File: config.mk
export PLATFORM = sky130hd
export DESIGN_NAME = mw_adder_seq_flat
export DESIGN_NICKNAME = d
export VERILOG_FILES = /design/src/rtl/mw_adder_seq_pkg.sv /design/src/rtl/mw_adder_seq_if.sv /design/src/rtl/mw_adder_seq_slice.sv /design/src/rtl/mw_adder_seq.sv /design/src/flat_wrapper.sv
export SDC_FILE = /design/constraint.sdc
export NUM_CORES = 1
export LEC_CHECK = 0
export BUFFER_PORTS_ARGS = -buffer_cell sky130_fd_sc_hd__buf_2
export CORE_MARGIN = 3
export CORE_UTILIZATION = 51
export CTS_BUF_LIST = sky130_fd_sc_hd__clkbuf_16
export DETAILED_ROUTE_END_ITERATION = 6
export PLACE_DENSITY = 0.75
export RECOVER_POWER = 25
export SYNTH_ARGS = -nofsm -noshare
export SYNTH_HDL_FRONTEND = slang
export SYNTH_HIERARCHICAL = 1
export SYNTH_SLANG_ARGS = --single-unit
File: constraint.sdc
create_clock -name clk -period 1.7 [get_ports clk]
set_input_delay 0.085 -clock clk [delete_from_list [all_inputs] [get_ports clk]]
set_output_delay 0.085 -clock clk [all_outputs]
set_load 0.03 [all_outputs]
File: src/rtl/mw_adder_seq_pkg.sv
// -----------------------------------------------------------------------------
// adder_pkg
// Shared definitions for the multi-word adder sequencer:
//   state_t    - sequencer FSM state (IDLE / RUN / DONE), 2-bit encoding
//   ADD_N      - default width of one adder slice
//   ADD_WORDS  - default number of slices per addition
// -----------------------------------------------------------------------------
package adder_pkg;

   localparam int ADD_N     = 4;
   localparam int ADD_WORDS = 4;

   typedef enum logic [1:0] {
      IDLE = 2'd0,
      RUN  = 2'd1,
      DONE = 2'd2
   } state_t;

endpackage : adder_pkg

File: src/rtl/mw_adder_seq_if.sv
// -----------------------------------------------------------------------------
// mw_adder_seq_if
// Request/result bundle of the multi-word adder sequencer.
//   start     - request a new addition (honoured only while idle)
//   a, b      - W-bit operands, captured on the accepting edge
//   cin       - carry into the LSB slice, captured on the accepting edge
//   busy      - operation in progress (RUN or DONE)
//   done      - one-cycle pulse, result valid
//   sum, cout - registered result, held until the next result is produced
// Modports: master drives the request, slave is the sequencer.
// -----------------------------------------------------------------------------
interface mw_adder_seq_if
   import adder_pkg::*;
#(
   parameter int N     = ADD_N,
   parameter int WORDS = ADD_WORDS
);

   localparam int W = N * WORDS;

   logic         start;
   logic [W-1:0] a;
   logic [W-1:0] b;
   logic         cin;
   logic         busy;
   logic         done;
   logic [W-1:0] sum;
   logic         cout;

   modport master (
      output start, a, b, cin,
      input  busy, done, sum, cout
   );

   modport slave (
      input  start, a, b, cin,
      output busy, done, sum, cout
   );

endinterface : mw_adder_seq_if

File: src/rtl/mw_adder_seq_slice.sv
// -----------------------------------------------------------------------------
// add_slice
// Purely combinational N-bit adder slice with carry in and carry out.
//   cin  - carry in
//   a, b - N-bit addends
//   cout - carry out
//   s    - N-bit sum
// -----------------------------------------------------------------------------
module add_slice #(
   parameter int N = 4
) (
   input  logic         cin,
   input  logic [N-1:0] a,
   input  logic [N-1:0] b,
   output logic         cout,
   output logic [N-1:0] s
);

   // Zero-extend both addends so the carry lands in the extra MSB.
   always_comb begin
      {cout, s} = {1'b0, a} + {1'b0, b} + {{N{1'b0}}, cin};
   end

endmodule : add_slice

File: src/rtl/mw_adder_seq.sv
// -----------------------------------------------------------------------------
// mw_adder_seq
// Multi-cycle adder: streams a W = N*WORDS bit addition one N-bit slice per
// cycle, LSB slice first, through a single add_slice, registering the carry
// between slices.
//   clk   - clock, rising edge
//   rst_n - asynchronous active-low reset
//   bus   - mw_adder_seq_if.slave (start/a/b/cin in, busy/done/sum/cout out)
// -----------------------------------------------------------------------------
module mw_adder_seq
   import adder_pkg::*;
#(
   parameter int N     = ADD_N,
   parameter int WORDS = ADD_WORDS
) (
   input  logic          clk,
   input  logic          rst_n,
   mw_adder_seq_if.slave bus
);

   localparam int W     = N * WORDS;
   localparam int IDX_W = (WORDS > 1) ? $clog2(WORDS) : 1;

   state_t             r_state;
   state_t             w_state_next;

   logic [W-1:0]       r_a_sh;
   logic [W-1:0]       r_b_sh;
   logic [W-1:0]       r_sum_sh;
   logic               r_carry;
   logic [IDX_W-1:0]   r_idx;
   logic [W-1:0]       r_sum;
   logic               r_cout;

   logic [N-1:0]       w_slice_s;
   logic               w_slice_c;
   logic               w_last;
   logic [W-1:0]       w_sum_sh_next;

   // The single slice adder always works on the low slice of the shifters.
   add_slice #(.N(N)) u_slice (
      .cin  (r_carry),
      .a    (r_a_sh[N-1:0]),
      .b    (r_b_sh[N-1:0]),
      .cout (w_slice_c),
      .s    (w_slice_s)
   );

   assign w_last = (r_idx == IDX_W'(WORDS - 1));

   // New slice enters at the top; after WORDS shifts slice 0 sits at the LSB.
   // Written as shifts so WORDS=1 (W==N) needs no special case.
   assign w_sum_sh_next = (r_sum_sh >> N) | (W'(w_slice_s) << (W - N));

   // NOTE: sequential state uses non-blocking assignments so every register
   // samples pre-edge values, regardless of process ordering.
   always_ff @(posedge clk or negedge rst_n) begin
      if (!rst_n) begin
         r_state <= IDLE;
      end else begin
         r_state <= w_state_next;
      end
   end

   // NOTE: every output of this block gets a default first; a path that left
   // one unassigned would infer a latch.
   always_comb begin
      w_state_next = r_state;
      bus.busy     = 1'b0;
      bus.done     = 1'b0;
      unique case (r_state)
         IDLE: begin
            if (bus.start) begin
               w_state_next = RUN;
            end
         end
         RUN: begin
            bus.busy = 1'b1;
            if (w_last) begin
               w_state_next = DONE;
            end
         end
         DONE: begin
            bus.busy     = 1'b1;
            bus.done     = 1'b1;
            w_state_next = IDLE;
         end
         default: begin
            w_state_next = IDLE;
         end
      endcase
   end

   // Datapath. The visible result registers are loaded on the final RUN edge,
   // so they equal sum_sh/carry in DONE and then hold through the next
   // operation until its own final edge.
   always_ff @(posedge clk or negedge rst_n) begin
      if (!rst_n) begin
         r_a_sh   <= '0;
         r_b_sh   <= '0;
         r_sum_sh <= '0;
         r_carry  <= 1'b0;
         r_idx    <= '0;
         r_sum    <= '0;
         r_cout   <= 1'b0;
      end else begin
         unique case (r_state)
            IDLE: begin
               if (bus.start) begin
                  r_a_sh   <= bus.a;
                  r_b_sh   <= bus.b;
                  r_carry  <= bus.cin;
                  r_idx    <= '0;
                  r_sum_sh <= '0;
               end
            end
            RUN: begin
               r_a_sh   <= r_a_sh >> N;
               r_b_sh   <= r_b_sh >> N;
               r_sum_sh <= w_sum_sh_next;
               r_carry  <= w_slice_c;
               r_idx    <= r_idx + 1'b1;
               if (w_last) begin
                  r_sum  <= w_sum_sh_next;
                  r_cout <= w_slice_c;
               end
            end
            default: begin
            end
         endcase
      end
   end

   assign bus.sum  = r_sum;
   assign bus.cout = r_cout;

endmodule : mw_adder_seq

File: src/flat_wrapper.sv
// flat-port wrapper written by rule: the top's interface ports become plain ports
module mw_adder_seq_flat import adder_pkg::*;
#(
   parameter int N     = ADD_N,
   parameter int WORDS = ADD_WORDS
)
  (clk, rst_n, bus_start, bus_a, bus_b, bus_cin, bus_busy, bus_done, bus_sum, bus_cout);
  mw_adder_seq_if #(.N(N), .WORDS(WORDS)) bus_i ();
  input  logic clk;
  input  logic rst_n;
  input wire logic [$bits(bus_i.start)-1:0] bus_start;
  input wire logic [$bits(bus_i.a)-1:0] bus_a;
  input wire logic [$bits(bus_i.b)-1:0] bus_b;
  input wire logic [$bits(bus_i.cin)-1:0] bus_cin;
  output wire logic [$bits(bus_i.busy)-1:0] bus_busy;
  output wire logic [$bits(bus_i.done)-1:0] bus_done;
  output wire logic [$bits(bus_i.sum)-1:0] bus_sum;
  output wire logic [$bits(bus_i.cout)-1:0] bus_cout;
  assign bus_i.start = bus_start;
  assign bus_i.a = bus_a;
  assign bus_i.b = bus_b;
  assign bus_i.cin = bus_cin;
  assign bus_busy = bus_i.busy;
  assign bus_done = bus_i.done;
  assign bus_sum = bus_i.sum;
  assign bus_cout = bus_i.cout;
  mw_adder_seq #(.N(N), .WORDS(WORDS)) u_core (.clk(clk), .rst_n(rst_n), .bus(bus_i));
endmodule
==> qor.yml, run 1 <==
global_routing:
  grt_util_met2_pct: 33.9
  grt_pass1_wl_um: 12200
  antenna_found_initial: 0
  gr-usage-met3_pct: 4.51
  grt_max_degree: 67
  grt-ovfl-total: 0
  top_usage_layer: "met2"
  globalRouteMet1Util_pct: 26.2
  grt_usage_pct: 21.0
  grt_pass1_vias: 2586
hold_path:
  hold_class: "input pin to register"
sta:
  relSlewSlack_pct: 39.5
  period_minus_slack_ns: 1.69
  tns_ns: 0
  hold_viol: 0
  post-route-period-util_pct: 99.2
  slew_viol_final: 0
  worst_pin_slew_ns: 0.907
  rsz0062_at_grt: "true"
  skew_ns: 0.00410
  fmax_mhz: 593
  finalSetupViolCount: 0
synth:
  ys_ff_latch: 66
  yosys_warnings: 6
  synthArstFlopShare_pct: 100
  post_synth.cell_area_avg_um2: 10.9
  synth_xor_area_share_pct: 0.536
  syn-num-nets: 346
  synth_edf_count: 0
  synthFlopType: "dfrtp_1"
  synth_commonest_cells: "66 x dfrtp_1, 33 x nand2_1, 20 x nand3_1"
  synthAdderAreaFrac_pct: 4.29
  synth.largest_area_cell: "dfrtp_1"
  yosys.area_share.simple_pct: 13.0
  synth-compound-area-share_pct: 18.9
  yosysSeqAreaShare_pct: 50.6
  synth.area.mux_share_pct: 6.89
  synth_area_leaders: "dfrtp_1 51%, a211oi_2 5.4%, nand2_1 3.8%"
  netlist_instances: 300
  syn_area_um2: 3270
  yosysMostFrequentCell: "dfrtp_1"
  synth_top_area_share_pct: 50.6
  synth_cell_types: 37
  synth_top_family_by_area: "compound AO/OA/AOI/OAI gates"
floorplanning:
  die-width_um: 86.0
  die_y_um: 86.0
  start_util_pct: 53.9
  rows: 28
  die-area_um2: 7400
  coreArea_um2: 6060
  ioPinCount: 55
worst_setup_path:
  critPathLaunchType: "register"
  cp-endpoint: "u_core/bus.cout"
  r2r-start: "u_core/r_a_sh[0]"
  startpoint: "u_core/r_a_sh[0]"
  critical_path_class: "register to register"
  cp_data_arrival_time_ns: 1.90
  reg2reg_depth: 7
  crit_path_max_fanout: 2
  cp-end-kind: "register"
  r2r_slack_ns: 0.01
  crit_required_ns: 1.91
  r2r_end: "u_core/bus.cout"
run:
  drv_cap: 0
placement:
  port_buffers: 54
  placed_cell_area_um2: 3680
  gp_congestion: 0.790
  detailed_place_hpwl_um: 4820
pwr:
  swShare_pct: 41.2
  pwr-share-seq_pct: 30.2
  peakVddDrop_mv: 1.14
  p_int_mw: 5.45
  switchingPower_mw: 3.82
  comb_power_share_pct: 50.9
  power.density_nw_per_um2: 2320
  clockPowerShare_pct: 18.8
  leakage_nw: 1.87
cells_and_area:
  synthToLayoutAreaGrowth_pct: 22.3
  post_route_cells_drive_above_1_share_pct: 34.5
  n_antenna_cell: 0
  utilization_pct: 65.9
  nets: 411
  fin_area_um2: 4000
route:
  post_drt_via_cell_ratio: 5.72
  num_vias: 2532
  wl_per_cell_um: 16.1
  route.detailed.drc: 0
  first_pass_iters: 4
  wirelength_um: 7110
  drtIter0Drc: 123
  drtAntennaViolNets: 0
status:
  status: "complete, no violations"
cts:
  clkLatencyLatePin_ns: 0.33
  htree_levels: 3
  clock-sinks: 66
  root_buffer: "clkbuf_16"
  clkTransAtPathRegs_ns: 0.05
  cts_tree: "done"
  ctsLongestPathBuffers: 2
  numCtsBuffers: 9
==> flip-flops by register name, summed over array words and instances (netlist names) <==
| name | cells |
|---|---|
| u_core/r_a_sh | 16 |
| u_core/r_idx | 2 |
| u_core/r_state | 2 |
| u_core/r_sum_sh | 12 |
| u_core/r_carry | 1 |
| u_core/bus.sum | 16 |
| u_core/r_b_sh | 16 |
| u_core/bus.cout | 1 |
==> worst min path at each step <==
| stage | cells past startpoint | start | slack [ns] | endpoint |
|---|---|---|---|---|
| after floorplan | 0 | rst_n | -0.21 | u_core/bus.cout |
| after global placement | 2 | rst_n | 0.13 | u_core/bus.sum[2] |
| after detailed placement | 2 | rst_n | 0.14 | u_core/bus.sum[2] |
| after CTS | 3 | bus_a[2] | 0.02 | u_core/r_a_sh[2] |
| after global routing | 3 | bus_b[3] | 0.03 | u_core/r_b_sh[3] |
| final | 3 | bus_a[2] | 0.02 | u_core/r_a_sh[2] |
==> repair_timing <==
| item | 4_1_cts | 5_1_grt |
|---|---|---|
| gates resized for setup | 3 | 8 |
| buffers inserted | 3 | 0 |
| hold endpoints to repair | 66 | 0 |
| hold buffers | 1 | 0 |
| pin swaps | 0 | 2 |
| setup endpoints to repair | 14 | 23 |
==> critical path, stage by stage, from the launching register on <==
cell and delay (ns):
dfrtp_1 0.40, fa_2 0.40, inv_2 0.06, fa_2 0.19, nor2b_1 0.06, o21ai_1 0.11
nand2b_1 0.08, mux2_2 0.26
==> through the flow <==
stage / hold WS [ns] / cells / total power, mW / worst slack [ns]
4_1_cts: 0.0161 / 443 / 9.25 / -0.0121
3_5_place_dp: 0.136 / 425 / 7.42 / -0.0900
3_3_place_gp: 0.134 / 425 / 7.24 / -0.00707
2_1_floorplan: -0.211 / 300 / 6.17 / 0.000900
5_1_grt: 0.0324 / 443 / 9.92 / -0.0563
6_report: 0.0174 / 443 / 9.27 / 0.0138
==> final cells by class <==
type                       count  area [um2]
tap                           75        93.8
clock inverter                 5        47.5
timing repair buffer          77         495
clock buffer                   9         225
sequential                    66        1650
multi-input combinational    201        1450
fill                         500        2060
inverter                      10        37.5
==> power groups by stage <==
stage,Sequential (mW),Combinational (mW),Clock (mW)
6_report,2.80,4.72,1.75
5_1_grt,2.90,5.17,1.85
4_1_cts,2.80,4.68,1.77
3_5_place_dp,2.82,4.60,0
3_3_place_gp,2.78,4.46,0
2_1_floorplan,3.08,3.09,0
==> layout by cell type (no fill, tap or decap), types with 5 or more instances in the layout <==
| cell | instances |
|---|---|
| buf_2 | 54 |
| nor2_1 | 17 |
| a31o_1 | 5 |
| a32oi_1 | 8 |
| nand3_1 | 20 |
| o21ai_0 | 12 |
| o22ai_1 | 16 |
| mux2_2 | 8 |
| clkbuf_16 | 9 |
| dfrtp_1 | 66 |
| ha_1 | 6 |
| inv_1 | 7 |
| buf_4 | 17 |
| nor3_1 | 14 |
| mux2_1 | 9 |
| a211oi_2 | 14 |
| a32o_1 | 6 |
| nand2_1 | 32 |
==> cell families (layout without fill, tap and decap cells) <==
logic type      Yosys count  in the layout
buf+inv                  33            101
xor+xnor                  2              2
mux                      19             19
simple gates             93             93
compound gates           77             77
flops                    66             66
fa+ha+maj                10             10
==> metal layers <==
layer	vias to the layer above	wire, um
li1	1220	-
met1	1217	3200
met2	79	3350
met3	16	398
met4	0	167
met5	-	0
Note: power is estimated with default switching activity, not from simulation.
==> inputs of run 2 (changes only) <==
--- a/config.mk
+++ b/config.mk
@@ -5,7 +5,7 @@
 export SDC_FILE = /design/constraint.sdc
 export NUM_CORES = 1
 export LEC_CHECK = 0
-export BUFFER_PORTS_ARGS = -buffer_cell sky130_fd_sc_hd__buf_2
+export BUFFER_PORTS_ARGS = -buffer_cell sky130_fd_sc_hd__buf_4
 export CORE_MARGIN = 3
 export CORE_UTILIZATION = 51
 export CTS_BUF_LIST = sky130_fd_sc_hd__clkbuf_16
==> run 2 against run 1 <==
  * The flow now finishes with violations (setup timing)
  * Sequential power hardly changed
  * Clock skew rose by 0.0012 ns
  * Wire length fell by 1.1%
  * Largest power group unchanged
  * Combinational power is 4.9% higher
  * Largest cell class unchanged
==> qor.yml, run 2 (same netlist as run 1, synthesis figures left out) <==
status:
  status: "complete, but fails checks"
  violations: "setup timing"
cts:
  numCtsBuffers: 9
  htree_levels: 3
  post_cts_buffers: 0
  root_buffer: "clkbuf_16"
  ctsLongestPathBuffers: 2
  cts_tree: "done"
  clkLatencyLatePin_ns: 0.33
  clock-sinks: 66
  clkTransAtPathRegs_ns: 0.05
cells_and_area:
  layout_commonest_cell: "dfrtp_1"
  multiInputGateArea_um2: 1440
  n_antenna_cell: 0
  layoutNonFillerInstCount: 442
  layout_common_cells: "66 x dfrtp_1, 64 x buf_4, 33 x nand2_1"
  regArea_um2: 1650
  synthToLayoutAreaGrowth_pct: 26.2
  post_route_cells_drive_above_1_share_pct: 33.5
  n_fill_cell: 445
  nets: 408
  fin_area_um2: 4120
worst_setup_path:
  critPathLaunchType: "register"
  crit_top_cell: "fa_2"
  critical_path_class: "register to register"
  crit_required_ns: 1.91
  path_cells: "fa_2 > inv_2 > fa_2 > nor2b_1 > o21ai_1 > nand2b_1 > mux2_2"
  cp_num_buf_inv: 1
  max_stage_delay_ns: 0.42
  crit_path_max_fanout: 2
  startpoint: "u_core/r_a_sh[0]"
  cp_data_arrival_time_ns: 1.92
  crit_family: "adder cells"
  r2r-start: "u_core/r_a_sh[0]"
  cp-end-kind: "register"
  critPathSlowestCell: "fa_2"
sta:
  period_minus_slack_ns: 1.72
  finalSetupViolCount: 1
  layout_setup_ws_ns: -0.0164
  worst_pin_slew_ns: 0.906
  relSlewSlack_pct: 39.6
  hold_viol: 0
  skew_ns: 0.00526
  rsz0062_at_grt: "true"
  slew_viol_final: 0
  post-route-period-util_pct: 101
  fmax_mhz: 583
placement:
  dp.cells: 425
  detailed_place_hpwl_um: 4950
  placed_cell_area_um2: 3830
  port_buffers: 54
  dp_slack_ns: -0.111
  gp_congestion: 0.788
global_routing:
  grt_pass1_vias: 2547
  antenna_found_initial: 0
  grt_usage_pct: 21.3
  grt_max_degree: 52
  grt-ovfl-total: 0
  grt_pass1_wl_um: 12300
route:
  num_vias: 2498
  drtIter0Drc: 68
  first_pass_iters: 4
  route.detailed.drc: 0
  drtAntennaViolNets: 0
  wl_per_cell_um: 15.9
  wirelength_um: 7030
  post_drt_via_cell_ratio: 5.65
floorplanning:
  start_util_pct: 53.9
  die-width_um: 86.0
  coreArea_um2: 6060
  die-area_um2: 7400
  rows: 28
  die_y_um: 86.0
  ioPinCount: 55
pwr:
  leakage_nw: 1.88
  p_total_mw: 9.36
  peakVddDrop_mv: 1.43
  power.density_nw_per_um2: 2270
run:
  drv_cap: 0
hold_path:
  hp-start: "bus_b[2]"
  hold_class: "input pin to register"
[run 2: changes by cell type in the layout (fill, tap and decap cells not counted), moves of 2 or more]
cell	change
clkinvlp_4	+3
o21ai_1	+2
buf_6	+2
buf_4	+47
buf_2	-54
[run 2: worst min-delay path, cell delays in order]
cell     delay, ns
buf_4         0.08
a32oi_1       0.08
nand3_1       0.06
[run 2: layout make-up]
cell class                      count  share of cell area (%)
Sequential cell                    66                    40.0
Multi-Input combinational cell    201                    35.0
Timing Repair Buffer               74                    15.3
Clock buffer                        9                    5.46
Tap cell                           75                    2.28
Inverter                           10                    1.00
Clock inverter                      7                   0.880
[run 2: routing by layer]
metal	share of wire (%)	routed length [um]	up-vias	global-route usage (%)
li1	-	-	1216	-
met1	44	3070	1211	27.4
met2	49	3460	63	34.4
met3	5.7	404	8	6.44
met4	1.4	97	0	6.62
met5	0	0	-	0
[run 2: path summary, 6_finish.rpt]
path                                 endpoint  slack [ns]  cells past startpoint
max                           u_core/bus.cout       -0.02                      7
min                          u_core/r_b_sh[2]       0.008                      3
max reg2reg                   u_core/bus.cout       -0.02                      7
min reg2reg                u_core/r_sum_sh[4]        0.48                      2
max in group asynchronous    u_core/r_a_sh[2]        0.34                      3
min in group asynchronous   u_core/bus.sum[2]        0.41                      2
[run 2: stage by stage]
| step | util, % | hold slack, ns | setup TNS [ns] |
|---|---|---|---|
| 6_report | 68.0 | 0.00846 | -0.0164 |
| 5_1_grt | 68.0 | 0.0136 | -0.153 |
| 4_1_cts | 67.8 | 0.00264 | -0.0303 |
| 2_1_floorplan | - | -0.211 | 0 |
| 3_3_place_gp | 63.2 | -0.0350 | -0.0260 |
| 3_5_place_dp | 63.2 | -0.0321 | -0.161 |
[run 2: what timing repair did]
action | 4_1_cts | 5_1_grt
pin swaps | 1 | 3
endpoints found under the hold margin | 66 | 0
setup endpoints to repair | 4 | 16
hold buffers | 1 | 0
resized for setup | 5 | 9
[run 2: report_power, final]
group | leakage, nW | switching [mW] | internal [mW] | total (mW)
Sequential | 0.834 | 0.494 | 2.31 | 2.81
Clock | 0.124 | 0.641 | 0.963 | 1.60
Combinational | 0.919 | 2.71 | 2.24 | 4.95
